## config.mk

```make
export PLATFORM = sky130hd
export DESIGN_NAME = minv_result_unload
export DESIGN_NICKNAME = d
export VERILOG_FILES = /design/src/rtl/minv_pkg.sv /design/src/rtl/rot_reg_256.sv /design/src/rtl/minv_result_unload.sv
export SDC_FILE = /design/constraint.sdc
export NUM_CORES = 1
export LEC_CHECK = 0
export BUFFER_PORTS_ARGS = -buffer_cell sky130_fd_sc_hd__buf_4
export CAP_MARGIN = 20
export CORE_ASPECT_RATIO = 1.4
export CORE_MARGIN = 5
export CORE_UTILIZATION = 55
export DETAILED_ROUTE_END_ITERATION = 7
export GPL_TIMING_DRIVEN = 0
export PLACE_DENSITY = 0.87
export REMOVE_ABC_BUFFERS = 1
export SYNTH_ARGS = -nofsm -noshare
export SYNTH_HDL_FRONTEND = slang
export SYNTH_HIERARCHICAL = 1
export SYNTH_SLANG_ARGS = --single-unit
```

## constraint.sdc

```tcl
create_clock -name clk -period 2.2 [get_ports clk]
set_input_delay 0.11 -clock clk [delete_from_list [all_inputs] [get_ports clk]]
set_output_delay 0.11 -clock clk [all_outputs]
set_load 0.03 [all_outputs]
```

## src/rtl/minv_pkg.sv

```systemverilog
// Shared constants and state encoding for the modular-inverse result unload path.
package minv_pkg;

  // Default result geometry: 256-bit result unloaded as sixteen 16-bit words.
  localparam int MINV_WIDTH  = 256;
  localparam int MINV_WORD   = 16;
  localparam int MINV_NWORDS = MINV_WIDTH / MINV_WORD;

  // Word counter width; one bit minimum so a single-word build still elaborates.
  localparam int MINV_CNT_W  = (MINV_NWORDS > 1) ? $clog2(MINV_NWORDS) : 1;

  // Unload sequencer states.
  typedef enum logic [1:0] {
    IDLE = 2'd0,
    SEND = 2'd1,
    DONE = 2'd2
  } minv_state_e;

endpackage

```

## src/rtl/rot_reg_256.sv

```systemverilog
// Wide holding register: parallel load, rotate-right by one word, synchronous clear.
module rot_reg_256 #(
  parameter int WIDTH = 256,
  parameter int WORD  = 16
) (
  input  logic             clk,
  input  logic             i_clr,
  input  logic             i_load,
  input  logic [WIDTH-1:0] i_din,
  input  logic             i_rot_en,
  output logic [WIDTH-1:0] o_q
);

  logic [WIDTH-1:0] r_q;

  // Clear dominates load, load dominates rotate; the low word wraps to the top.
  always_ff @(posedge clk) begin
    if (i_clr) begin
      r_q <= '0;
    end else if (i_load) begin
      r_q <= i_din;
    end else if (i_rot_en) begin
      r_q <= {r_q[WORD-1:0], r_q[WIDTH-1:WORD]};
    end
  end

  assign o_q = r_q;

endmodule

```

## src/rtl/minv_result_unload.sv

```systemverilog
// Parallel-in, word-serial-out unload of a modular-inverse result, low word first.
// After a full unload the register has rotated back to the captured value, so a
// resend replays the same stream without touching din.
module minv_result_unload
  import minv_pkg::*;
#(
  parameter int WIDTH  = MINV_WIDTH,
  parameter int WORD   = MINV_WORD,
  parameter int NWORDS = WIDTH / WORD
) (
  input  logic             clk,
  input  logic             rst,
  input  logic             start,
  input  logic             resend,
  input  logic [WIDTH-1:0] din,
  output logic [WORD-1:0]  dout,
  output logic             dout_vld,
  input  logic             dout_rdy,
  output logic             busy,
  output logic             done
);

  localparam int CW = (NWORDS > 1) ? $clog2(NWORDS) : 1;
  localparam logic [CW-1:0] LAST_IDX = CW'(NWORDS - 1);

  minv_state_e      r_state;
  minv_state_e      w_state_next;
  logic [CW-1:0]    r_count;
  logic             w_load;
  logic             w_rot;
  logic             w_cnt_clr;
  logic [WIDTH-1:0] w_q;

  // Holding register; reset clears it so an aborted unload leaves no stale result.
  rot_reg_256 #(
    .WIDTH (WIDTH),
    .WORD  (WORD)
  ) u_rot_reg (
    .clk      (clk),
    .i_clr    (rst),
    .i_load   (w_load),
    .i_din    (din),
    .i_rot_en (w_rot),
    .o_q      (w_q)
  );

  // State register.
  always_ff @(posedge clk) begin
    if (rst) begin
      r_state <= IDLE;
    end else begin
      r_state <= w_state_next;
    end
  end

  // Next-state and register control; start has priority over resend in IDLE.
  always_comb begin
    w_state_next = r_state;
    w_load       = 1'b0;
    w_rot        = 1'b0;
    w_cnt_clr    = 1'b0;
    unique case (r_state)
      IDLE: begin
        if (start) begin
          w_load       = 1'b1;
          w_cnt_clr    = 1'b1;
          w_state_next = SEND;
        end else if (resend) begin
          w_cnt_clr    = 1'b1;
          w_state_next = SEND;
        end
      end
      SEND: begin
        if (dout_rdy) begin
          w_rot = 1'b1;
          if (r_count == LAST_IDX) begin
            w_state_next = DONE;
          end
        end
      end
      DONE: begin
        w_state_next = IDLE;
      end
      default: begin
        w_state_next = IDLE;
      end
    endcase
  end

  // Word counter: cleared on entry to SEND, advanced on each accepted word.
  always_ff @(posedge clk) begin
    if (rst) begin
      r_count <= '0;
    end else if (w_cnt_clr) begin
      r_count <= '0;
    end else if (w_rot) begin
      r_count <= r_count + 1'b1;
    end
  end

  // Handshake outputs decode the registered state only, so dout_rdy never
  // reaches dout_vld combinationally.
  assign dout     = w_q[WORD-1:0];
  assign dout_vld = (r_state == SEND);
  assign busy     = (r_state == SEND);
  assign done     = (r_state == DONE);

endmodule

```

# Yosys cells after proc, flatten, opt, wreduce, memory -nomap -nowiden
# Index checks and enable logic that the tools add are counted.
# word_totals
out_inout_bits	19
mem_count	0
reg_bits	262
latch_bits	0
in_bits	261
elab_cells	28
ramBits	0
mem_bits_ro	0
# classes
n_mul	0
muxes	14
eq_ne	6
reduce_logical	4
div_mod_pow	0
shift	0
bitwise_logic	0
n_lt_le_gt_ge	0
n_addsub	1
# op_table
operator	n
256-bit 2-to-1 mux	2
2-bit 2-to-1 mux	4
1-bit 2-to-1 mux	7
4-bit by 1-bit adder with 4-bit output, second input constant	1
4-bit equality test, second input constant	1
2-bit case mux with 2 select lines	1
3-bit inequality test, second input constant	1
3-bit AND reduction	1
2-bit by 1-bit equality test with 1-bit output, second input constant	1
2-bit equality test, second input constant	1
2-bit zero test	1
2-bit by 1-bit inequality test with 1-bit output, second input constant	1
2-bit inequality test, second input constant	1
2-bit nonzero test	1
2-bit OR reduction	1

# Longest topological paths before layout
# Gate-level depths: netlist of run 1.
# depth
depth_word	4
ltp_mapped	7
ltp_nobuf	4

# Hierarchy
# Netlist of run 1, hierarchy kept.
# modules_own_cells
module	cells_each	area_each_um2	seq_area_each_um2	n_inst
rot_reg_256	1138	13137.6	5124.9	1
minv_result_unload	32	296.5	120.1	1

# Worst setup path after synthesis of run 1
# No wires, ideal clock.
# synth_path
kind	flip-flop to flip-flop
startpoint	register r_state[0]
endpoint	register u_rot_reg.r_q[100] (netlist: u_rot_reg/o_q[100])
t_arrival_ns	1.426
stages_incl_launch_ff	6
required_time_ns	2.054
setup_time_ns	0.146
slack_ns	0.628
synth_period_minus_slack_ns	1.572
cell_sequence	dfxtp_1 nor3b_1 buf_2 clkbuf_1 nor2b_1 a211oi_2
# synth_via
elab_chain_len	3
# synth_lines
item	line	rtl
start: declaration	minv_result_unload.sv:26	minv_state_e r_state;
start signal: assignment	minv_result_unload.sv:52	r_state <= w_state_next;
2-bit zero test (*)	minv_result_unload.sv:62	unique case (r_state)
1-bit 2-to-1 mux (*)	minv_result_unload.sv:62	
named net w_load	minv_result_unload.sv:29	logic w_load;
256-bit 2-to-1 mux or 2-bit nonzero test (tied branches)	-	
end signal: assignment	rot_reg_256.sv:21	r_q <= i_din;
end signal: assignment	rot_reg_256.sv:23	r_q <= {r_q[WORD-1:0], r_q[WIDTH-1:WORD]};
end: declaration	rot_reg_256.sv:14	logic [WIDTH-1:0] r_q;
# The timed path passes the listed nets; every way through them passes the cells marked *.
# A chain may end at the register's enable or synchronous reset.

# Worst setup path in the final report of run 1
# layout_path
startpoint	register r_state[1]
endpoint	register u_rot_reg.r_q[6] (netlist: u_rot_reg/o_q[6])
# layout_via
elab_chain_len	3
# layout_lines
item	line	rtl
2-bit by 1-bit equality test with 1-bit output	minv_result_unload.sv:62	
1-bit 2-to-1 mux	minv_result_unload.sv:62	
named net w_rot	minv_result_unload.sv:30	logic w_rot;
2-bit nonzero test (no source line)	-	
# The timed path passes the listed nets, and every way through them passes these cells.

==> flow_summary.json, run 1 <==
{
  "status": "finished clean",
  "yosys_warnings": 6,
  "io_buffers": 279,
  "synth-seq-area-share_pct": 39.04,
  "worstSetupEndpointType": "flip-flop",
  "p_leak_nw": 7.150,
  "synth_mux_area_share_pct": 19.15,
  "drt_iter0_drc": 536,
  "num_vias": 11370,
  "ys_ff_latch": 262,
  "tightest_slew_ns": 0.7079,
  "grt_max_degree": 108,
  "drive_gt1_share_pct": 33.07,
  "rsz0062_at_grt": "no",
  "grt_pass1_wl_um": 66180,
  "die_h_um": 194.9,
  "finalMaxSlewViolations": 0,
  "start_util_pct": 55.84,
  "synth-xor-area-share_pct": 0.1304,
  "fin_crit_ns": 2.165,
  "synth-simple-area-share_pct": 12.60,
  "numCtsBuffers": 25,
  "min_path_type": "input pin to flip-flop",
  "worstSetupPathType": "flip-flop to flip-flop",
  "rows": 67,
  "dr.pass1.iters": 5,
  "postSynthAreaPerCell_um2": 11.48,
  "finClkSkew_ns": 0.01640,
  "period_share_pct": 98.40,
  "ios": 280,
  "grt_overflow_total": 0,
  "die-area_mm2": 0.02770,
  "synth_cell_type_count": 28,
  "syn_inst": 1170,
  "clkLatencyLatePin_ns": 0.52,
  "r2r-start": "r_state[1]$_SDFFE_PP0P_",
  "syn-cell-area_mm2": 0.01343,
  "finalSetupTns_ns": 0,
  "arrival_ns": 2.55,
  "wl_per_cell_um": 21.66,
  "grt_util_all_layers_pct": 29.39,
  "power_density_mw_per_mm2": 650.0,
  "synth_top_family_by_area": "compound AO/OA/AOI/OAI gates",
  "worst-path-max-fanout": 59,
  "vdd_ir_drop_max_mv": 0.6112,
  "reg2regPathDepth": 5,
  "crit_start": "r_state[1]$_SDFFE_PP0P_",
  "drc_errors": 0,
  "max_clock_freq_mhz": 461.9,
  "finalHoldViolCount": 0,
  "start_kind": "flip-flop",
  "syn2layout_area_growth_pct": 40.79,
  "cts_tree": "built",
  "synthAdderAreaFrac_pct": 0.09314,
  "cts_sinks": 262,
  "htreeDepth": 1,
  "required_ns": 2.59,
  "cts-root-buf": "clkbuf_16",
  "slew_headroom_pct": 52.80,
  "setup.worst_path.end": "u_rot_reg/o_q[6]$_SDFFE_PP0P_",
  "placed_area_mm2": 0.01537,
  "die_x_um": 142.1,
  "r2r_setup_slack_ns": 0.04,
  "dp_cells": 1666,
  "reg2reg_to": "u_rot_reg/o_q[6]$_SDFFE_PP0P_",
  "fin_area_mm2": 0.01891,
  "synth_compound_area_share_pct": 22.06,
  "stdcell_count": 1977,
  "core_area_mm2": 0.02406,
  "via_per_inst": 5.750,
  "fin_util_pct": 78.62,
  "drv_cap": 0,
  "cts_buffer_depth": 3,
  "hpwl_um": 19640,
  "setup_viol": 0,
  "antenna_found_initial": 8,
  "ant_nets": 0,
  "nets": 1907,
  "drt_wl_total_um": 42830,
  "grt_pass1_vias": 12630,
  "clk_pin_slew_ns": 0.07,
  "gp_congestion": 0.7383
}
==> Yosys cell counts <==
cell type / instances / share of area (%)
mux2i_1: 257 / 19
clkbuf_1: 39 / 1.1
and2b_2: 1 / 0.065
xor2_1: 2 / 0.13
inv_1: 3 / 0.084
buf_6: 1 / 0.084
buf_4: 2 / 0.11
a21oi_1: 1 / 0.037
buf_1: 19 / 0.53
buf_12: 27 / 4.0
inv_2: 1 / 0.028
nor2b_1: 256 / 12
ha_1: 1 / 0.093
nor3b_1: 1 / 0.056
o21ai_0: 1 / 0.037
nand3b_4: 1 / 0.15
o31ai_1: 1 / 0.056
nor4_1: 1 / 0.047
nand3_1: 1 / 0.037
nor2_1: 6 / 0.17
a211oi_1: 53 / 3.0
nand4_1: 1 / 0.047
nand4b_1: 1 / 0.065
buf_2: 26 / 0.97
a211oi_2: 203 / 19
dfxtp_1: 262 / 39
or3_1: 1 / 0.047
a2111oi_0: 1 / 0.065
==> per-stage QoR <==
step | hold slack (ns) | setup WS (ns) | power [mW]
after CTS | 0.06205 | 0.02254 | 12.15
final | 0.09568 | 0.03524 | 12.29
after floorplan | 0.1746 | -18.50 | 6.900
after global routing | 0.09767 | 0.02049 | 12.71
after global placement | 0.4211 | -40.19 | 7.744
after detailed placement | 0.4252 | -0.6100 | 7.428
==> worst max-delay path: stages (launching register included) <==
cell,delay (ns)
dfxtp_2,0.43
nand3b_4,0.27
clkinv_16,0.25
bufbuf_16,0.45
mux2i_1,0.17
a211oi_1,0.43
==> state kept, by name, summed over array words and instances (netlist names) <==
| register | count |
|---|---|
| u_rot_reg/o_q | 256 |
| r_state | 2 |
| r_count | 4 |
==> routing by layer <==
| layer | vias up | wire length (um) | track usage, % |
|---|---|---|---|
| met5 | - | 7 | 0 |
| met2 | 467 | 23140 | 54.56 |
| met3 | 188 | 2087 | 4.253 |
| li1 | 5201 | - | - |
| met1 | 5510 | 15110 | 31.54 |
| met4 | 2 | 2482 | 15.43 |
==> what timing repair did <==
action                                  in CTS  in global routing
endpoints found under the setup margin     256                146
pin swaps                                    1                  0
hold endpoints to repair                   259                  0
hold buffers                               259                  0
setup buffers                                1                  0
resized for setup                            4                  7
gates cloned                                 4                  0
==> worst min path at each step <==
| stage | slack (ns) | to | cells past startpoint | from |
|---|---|---|---|---|
| 6_report | 0.1 | u_rot_reg/o_q[179]$_SDFFE_PP0P_ | 2 | rst |
| 5_1_grt | 0.1 | u_rot_reg/o_q[142]$_SDFFE_PP0P_ | 2 | rst |
| 4_1_cts | 0.06 | u_rot_reg/o_q[62]$_SDFFE_PP0P_ | 2 | rst |
| 3_5_place_dp | 0.43 | u_rot_reg/o_q[252]$_SDFFE_PP0P_ | 3 | din[252] |
| 3_3_place_gp | 0.42 | u_rot_reg/o_q[3]$_SDFFE_PP0P_ | 3 | din[3] |
| 2_1_floorplan | 0.17 | u_rot_reg/o_q[100]$_SDFFE_PP0P_ | 1 | rst |
==> layout by cell type, fill, tap and decap left out, types with 2 or more instances in the layout <==
master and n:
mux2i_1 257, dlygate4sd3_1 259, buf_16 7, bufinv_16 2
clkinv_2 3, dfxtp_1 260, nor2_1 6, dfxtp_2 2
inv_1 2, buf_4 279, a211oi_1 53, diode_2 7
clkbuf_8 6, buf_6 11, a211oi_2 203, xor2_1 2
nor2b_1 256, clkbuf_16 25, buf_8 2, clkbuf_1 6
bufbuf_16 2
==> area by class of cell <==
cell class,instances,area (um^2)
repair buffers,561,5119
clock buffers,37,730.7
clock inverters,5,75.07
flip-flops and latches,262,5248
inverters,4,57.56
repair inverters,1,8.758
fillers,1273,5145
multi-input cells,790,7271
diodes,7,17.52
well taps,310,387.9
==> power by group <==
part	leakage [nW]	internal (mW)	total (mW)	switching, mW
clock	0.398	2.51	4.36	1.84
combinational	4.58	1.37	2.54	1.18
sequential	2.17	5.14	5.39	0.256
total	7.15	9.02	12.3	3.28
==> logic make-up (layout without fill, tap and decap cells) <==
group,Yosys count,in the layout
XOR/XNOR,2,2
AND/OR/NAND/NOR,270,270
multiplexers,257,257
buffers and inverters,118,608
flip-flops,262,262
other,0,7
adder cells (fa/ha/maj),1,1
AO/OA/AOI/OAI,260,260
Note: power is estimated with default switching activity, not from simulation.
==> inputs of run 2 (changes only) <==
- CORE_UTILIZATION: 55 -> 50
- PLACE_DENSITY: 0.87 -> 0.84
- clock period: 2.2 -> 1.8 ns (I/O delays scaled with it)
==> run 2 against run 1 <==
Against the previous run: the flow now finishes with violations (setup timing); core utilization decreased by 5.9 points; routed wire length is 2.2% higher; combinational power grew 29%; final area increased by 2.9%; flip-flop and latch count is the same; worst setup slack got worse by 0.046 ns; first-iteration DRC count up 3.4%; count of clock-buffer cells in the layout grew 5; total power grew 23%; largest cell class unchanged.
==> flow_summary.json, run 2 (synthesis gave the netlist of run 1 again) <==
{
  "status": "finished with violations",
  "failed_checks": "setup timing",
  "ant_nets": 0,
  "dp_cells": 1720,
  "critPathTopFamily": "simple AND/OR/NAND/NOR gates",
  "pwr-share-seq_pct": 43.4,
  "drive_gt1_share_pct": 35.31,
  "layout_setup_ws_ns": -0.01119,
  "comb_power_share_pct": 21.6,
  "finClkSkew_ns": 0.01334,
  "cts_sinks": 262,
  "final_cell_mix": "buf_4, dlygate4sd3_1, dfxtp_1",
  "htreeDepth": 1,
  "antenna_found_initial": 3,
  "die_h_um": 203.9,
  "gp_congestion": 0.7483,
  "layout_commonest_cell": "buf_4",
  "totalPowerFinal_mw": 15.16,
  "worstSetupEndpointType": "flip-flop",
  "clkPwrFrac_pct": 35.0,
  "setup_viol": 1,
  "start_util_pct": 50.24,
  "tightest_slew_ns": 0.7189,
  "largest_register_ffs": 256,
  "die-area_mm2": 0.03029,
  "critical-path-slowest-cell": "dfxtp_2",
  "nets": 1928,
  "path_cells": "nor3b_4 -> buf_4 -> buf_12 -> buf_8 -> nor2b_1 -> a211oi_2",
  "drt_wl_total_um": 43780,
  "wl_per_cell_um": 21.33,
  "dr.pass1.iters": 5,
  "period_share_pct": 100.6,
  "swShare_pct": 26.90,
  "rows": 71,
  "fin_area_mm2": 0.01946,
  "max_clock_freq_mhz": 552.1,
  "slew_headroom_pct": 52.07,
  "worstSetupPathType": "flip-flop to flip-flop",
  "required_ns": 2.17,
  "vdd_ir_drop_max_mv": 0.7149,
  "clkLatencyLatePin_ns": 0.52,
  "syn2layout_area_growth_pct": 44.83,
  "pre_cts_ws_ns": -0.4704,
  "switchingPower_mw": 4.079,
  "hold_ws_ns": 0.1302,
  "cts_buffer_depth": 3,
  "io_buffers": 279,
  "cts_tree": "built",
  "stdcell_count": 2053,
  "via_per_inst": 5.548,
  "hpwl_um": 19630,
  "num_vias": 11390,
  "ios": 280,
  "arrival_ns": 2.18,
  "finalMaxSlewViolations": 0,
  "grt_util_all_layers_pct": 26.54,
  "internal_power_mw": 11.08,
  "finalSetupTns_ns": -0.01119,
  "clk_pin_slew_ns": 0.06,
  "grt_max_degree": 109,
  "grt_overflow_total": 0,
  "cts-root-buf": "clkbuf_16",
  "min_path_type": "input pin to flip-flop",
  "grt_pass1_vias": 12640,
  "finalHoldViolCount": 0,
  "drc_errors": 0,
  "placed_area_mm2": 0.01542,
  "fin_crit_ns": 1.811,
  "drv_cap": 0,
  "core_area_mm2": 0.02674,
  "grt_pass1_wl_um": 65710,
  "worst-path-max-fanout": 38,
  "path_buf_inv": 3,
  "fin_util_pct": 72.76,
  "power_density_mw_per_mm2": 779.3,
  "die_x_um": 148.5,
  "start_kind": "flip-flop",
  "numCtsBuffers": 26,
  "worst_path_largest_cell_delay_ns": 0.37,
  "drt_iter0_drc": 554,
  "p_leak_nw": 7.364
}
==> run 2: worst paths after layout <==
check | slack [ns] | startpoint | end | cells after the start
setup / recovery | -0.01 | r_state[0]$_SDFFE_PP0P_ | u_rot_reg/o_q[214]$_SDFFE_PP0P_ | 6
setup reg to reg | -0.01 | r_state[0]$_SDFFE_PP0P_ | u_rot_reg/o_q[214]$_SDFFE_PP0P_ | 6
hold / removal | 0.13 | start | r_count[1]$_SDFFE_PP0P_ | 4
hold reg to reg | 0.55 | r_count[1]$_SDFFE_PP0P_ | r_count[1]$_SDFFE_PP0P_ | 2
==> run 2: timing repair <==
action | CTS | global route
hold buffers | 260 | 0
resized for setup | 17 | 28
pin swaps | 2 | 1
setup endpoints to repair | 256 | 237
gates cloned | 11 | 6
setup buffers | 5 | 5
endpoints found under the hold margin | 259 | 0
==> run 2: per-layer routing <==
layer	vias to the layer above	GRT usage (%)	share of wire (%)
li1	5256	-	-
met2	441	49.65	54
met1	5538	28.83	37
met5	-	0	0
met4	0	13.67	4.9
met3	155	3.527	4.4
==> run 2: cell type report <==
class | instances | area (um^2)
Multi-Input combinational cell | 790 | 7370
Fill cell | 1608 | 7283
Timing Repair Buffer | 578 | 5450
Sequential cell | 262 | 5248
Clock buffer | 42 | 802.0
Tap cell | 365 | 456.7
Inverter | 4 | 57.56
Timing Repair inverter | 4 | 40.04
Clock inverter | 5 | 25.02
Antenna cell | 3 | 7.507
==> run 2: power groups by stage <==
stage               registers, mW  clock network, mW  logic [mW]
detailed placement           6.66                  0        2.41
global route                 6.62               5.65        3.45
finish                       6.58               5.30        3.27
floorplan                    6.64                  0        1.79
global placement             6.64                  0        2.83
CTS                          6.53               5.40        3.04
==> run 2: worst reg2reg max path, stage by stage (launching register included) <==
cell and delay, ns:
dfxtp_2 0.37, nor3b_4 0.28, buf_4 0.17, buf_12 0.18, buf_8 0.25, nor2b_1 0.31
a211oi_2 0.10
==> inputs of run 3 (changes only) <==
- CORE_UTILIZATION: 50 -> 55
- PLACE_DENSITY: 0.84 -> 0.87
- clock period: 1.8 -> 2 ns (I/O delays scaled with it)
==> run 3 against run 2 <==
Against the previous run: the flow still finishes with violations (setup timing); non-clock buffer count is 15 lower; first-iteration DRC count increased by 2.0%; register-to-register slack lost 0.02 ns; clock skew fell by 0.0012 ns; via count up 0.21%; sequential power is 9.9% lower; global-route usage increased by 3.2 points; critical path type unchanged; critical endpoint is now u_rot_reg/o_q[198]$_SDFFE_PP0P_; largest cell class unchanged; largest power group unchanged.
==> flow_summary.json, run 3 (synthesis gave the netlist of run 1 again) <==
{
  "status": "finished with violations",
  "failed_checks": "setup timing",
  "fin_crit_ns": 2.032,
  "grt_pass1_vias": 12740,
  "largest_register_ffs": 256,
  "placed_area_mm2": 0.01537,
  "period_share_pct": 101.6,
  "worst-path-max-fanout": 46,
  "arrival_ns": 2.41,
  "drt_wl_total_um": 43360,
  "finalHoldViolCount": 0,
  "vdd_ir_drop_max_mv": 0.5898,
  "required_ns": 2.37,
  "finalSetupTns_ns": -0.04685,
  "slew_headroom_pct": 54.50,
  "die_x_um": 142.1,
  "grt_util_all_layers_pct": 29.75,
  "fin_util_pct": 79.00,
  "start_kind": "flip-flop",
  "setup_viol": 3,
  "fin_area_mm2": 0.01901,
  "switchingPower_mw": 3.623,
  "die-area_mm2": 0.02770,
  "crit_start": "r_state[0]$_SDFFE_PP0P_",
  "met3_usage_pct": 4.425,
  "r2r_setup_slack_ns": -0.03,
  "internal_power_mw": 9.935,
  "cts_sinks": 262,
  "syn2layout_area_growth_pct": 41.47,
  "tightest_slew_ns": 0.6825,
  "totalPowerFinal_mw": 13.56,
  "pwr-share-seq_pct": 43.8,
  "clkLatencyLatePin_ns": 0.52,
  "drive_gt1_share_pct": 33.67,
  "comb_power_share_pct": 20.9,
  "nets": 1910,
  "grt_overflow_total": 0,
  "drt_iter0_drc": 565,
  "p_leak_nw": 7.188,
  "die_h_um": 194.9,
  "grt_util_met1_pct": 31.31,
  "rows": 67,
  "grt_pass1_wl_um": 66700,
  "layout_commonest_cell": "buf_4",
  "finClkSkew_ns": 0.01218,
  "grt_max_degree": 108,
  "setup.worst_path.end": "u_rot_reg/o_q[198]$_SDFFE_PP0P_",
  "htreeDepth": 1,
  "reg2regPathDepth": 5,
  "worstSetupEndpointType": "flip-flop",
  "dr.pass1.iters": 5,
  "hold_start": "rst",
  "clkPwrFrac_pct": 35.3,
  "cts_buffer_depth": 3,
  "antenna_found_initial": 9,
  "swShare_pct": 26.72,
  "final_cell_mix": "buf_4, dfxtp_1, dlygate4sd3_1",
  "clk_pin_slew_ns": 0.07,
  "layout_setup_ws_ns": -0.03205,
  "finalMaxSlewViolations": 0,
  "num_vias": 11410,
  "via_per_inst": 5.762,
  "drv_cap": 0,
  "core_area_mm2": 0.02406,
  "io_buffers": 279,
  "hpwl_um": 19640,
  "start_util_pct": 55.84,
  "power_density_mw_per_mm2": 713.4,
  "ios": 280,
  "reg2reg_to": "u_rot_reg/o_q[198]$_SDFFE_PP0P_",
  "ant_nets": 0,
  "busiest_layer": "met2",
  "cts-root-buf": "clkbuf_16",
  "worstSetupPathType": "flip-flop to flip-flop",
  "drc_errors": 0,
  "r2r-start": "r_state[0]$_SDFFE_PP0P_",
  "cts_tree": "built",
  "gp_congestion": 0.7383,
  "wl_per_cell_um": 21.89,
  "fillers": 1248,
  "numCtsBuffers": 25,
  "max_clock_freq_mhz": 492.1,
  "met2_usage_pct": 55.24,
  "min_path_type": "input pin to flip-flop"
}
[run 3: changes by cell type in the layout (fill, tap and decap cells not counted), moves of 5 or more]
cell	delta
a211oi_1	+14
a211oi_2	-14
buf_4	-6
clkbuf_16	-6
diode_2	+5
[run 3: power by group through the flow]
stage	Combinational [mW]	Sequential, mW	Clock (mW)
final	2.84	5.93	4.79
after global routing	3.00	5.96	5.07
after CTS	2.68	5.88	4.83
after detailed placement	2.18	5.99	0
after global placement	2.54	5.98	0
after floorplan	1.61	5.98	0
[run 3: worst min-delay path by stage]
stage                                       to  slack [ns]  cells past startpoint
2_1_floorplan  u_rot_reg/o_q[100]$_SDFFE_PP0P_        0.16                      1
3_3_place_gp     u_rot_reg/o_q[3]$_SDFFE_PP0P_        0.41                      3
3_5_place_dp   u_rot_reg/o_q[252]$_SDFFE_PP0P_        0.42                      3
4_1_cts         u_rot_reg/o_q[62]$_SDFFE_PP0P_        0.05                      2
5_1_grt        u_rot_reg/o_q[142]$_SDFFE_PP0P_        0.08                      2
6_report       u_rot_reg/o_q[179]$_SDFFE_PP0P_        0.09                      2
[run 3: worst max-delay path, cell delays in order (launching register included)]
cell,delay [ns]
dfxtp_2,0.48
nand3b_4,0.25
clkinv_16,0.23
buf_16,0.33
mux2i_1,0.40
a211oi_2,0.16
[run 3: cell type report]
cell class                      instances  area (um^2)  area share [%]
Clock buffer                           37        730.7           3.845
Multi-Input combinational cell        790         7307           38.45
Timing Repair Buffer                  563         5162           27.16
Timing Repair inverter                  2        17.52         0.09217
Tap cell                              310        387.9           2.041
Sequential cell                       262         5248           27.61
Clock inverter                          5        75.07          0.3950
Antenna cell                            8        20.02          0.1053
Inverter                                4        57.56          0.3028
[run 3: repair_timing]
action                                  CTS  global route
hold endpoints to repair                259             0
endpoints found under the setup margin  256            52
setup buffers                             2             2
hold buffers                            259             0
cloned                                    6             0
gates resized for setup                  13            13
pin swaps                                 1             1
[run 3: metrics by stage]
| stage | setup slack (ns) | instances | hold WS (ns) |
|---|---|---|---|
| 2_1_floorplan | -18.70 | 1056 | 0.1646 |
| 3_3_place_gp | -40.39 | 1645 | 0.4111 |
| 3_5_place_dp | -0.8100 | 1666 | 0.4152 |
| 4_1_cts | 0.04138 | 1974 | 0.05203 |
| 5_1_grt | -0.03500 | 1981 | 0.08456 |
| 6_report | -0.03205 | 1981 | 0.08908 |
[run 3: per-layer routing]
metal  wire length, um  share of wire [%]  vias to the layer above
met5                 7              0.016                        -
met4              2785                6.4                        2
met3              2310                5.3                      208
met2             23230                 54                      509
met1             15030                 35                     5486
li1                  -                  -                     5209
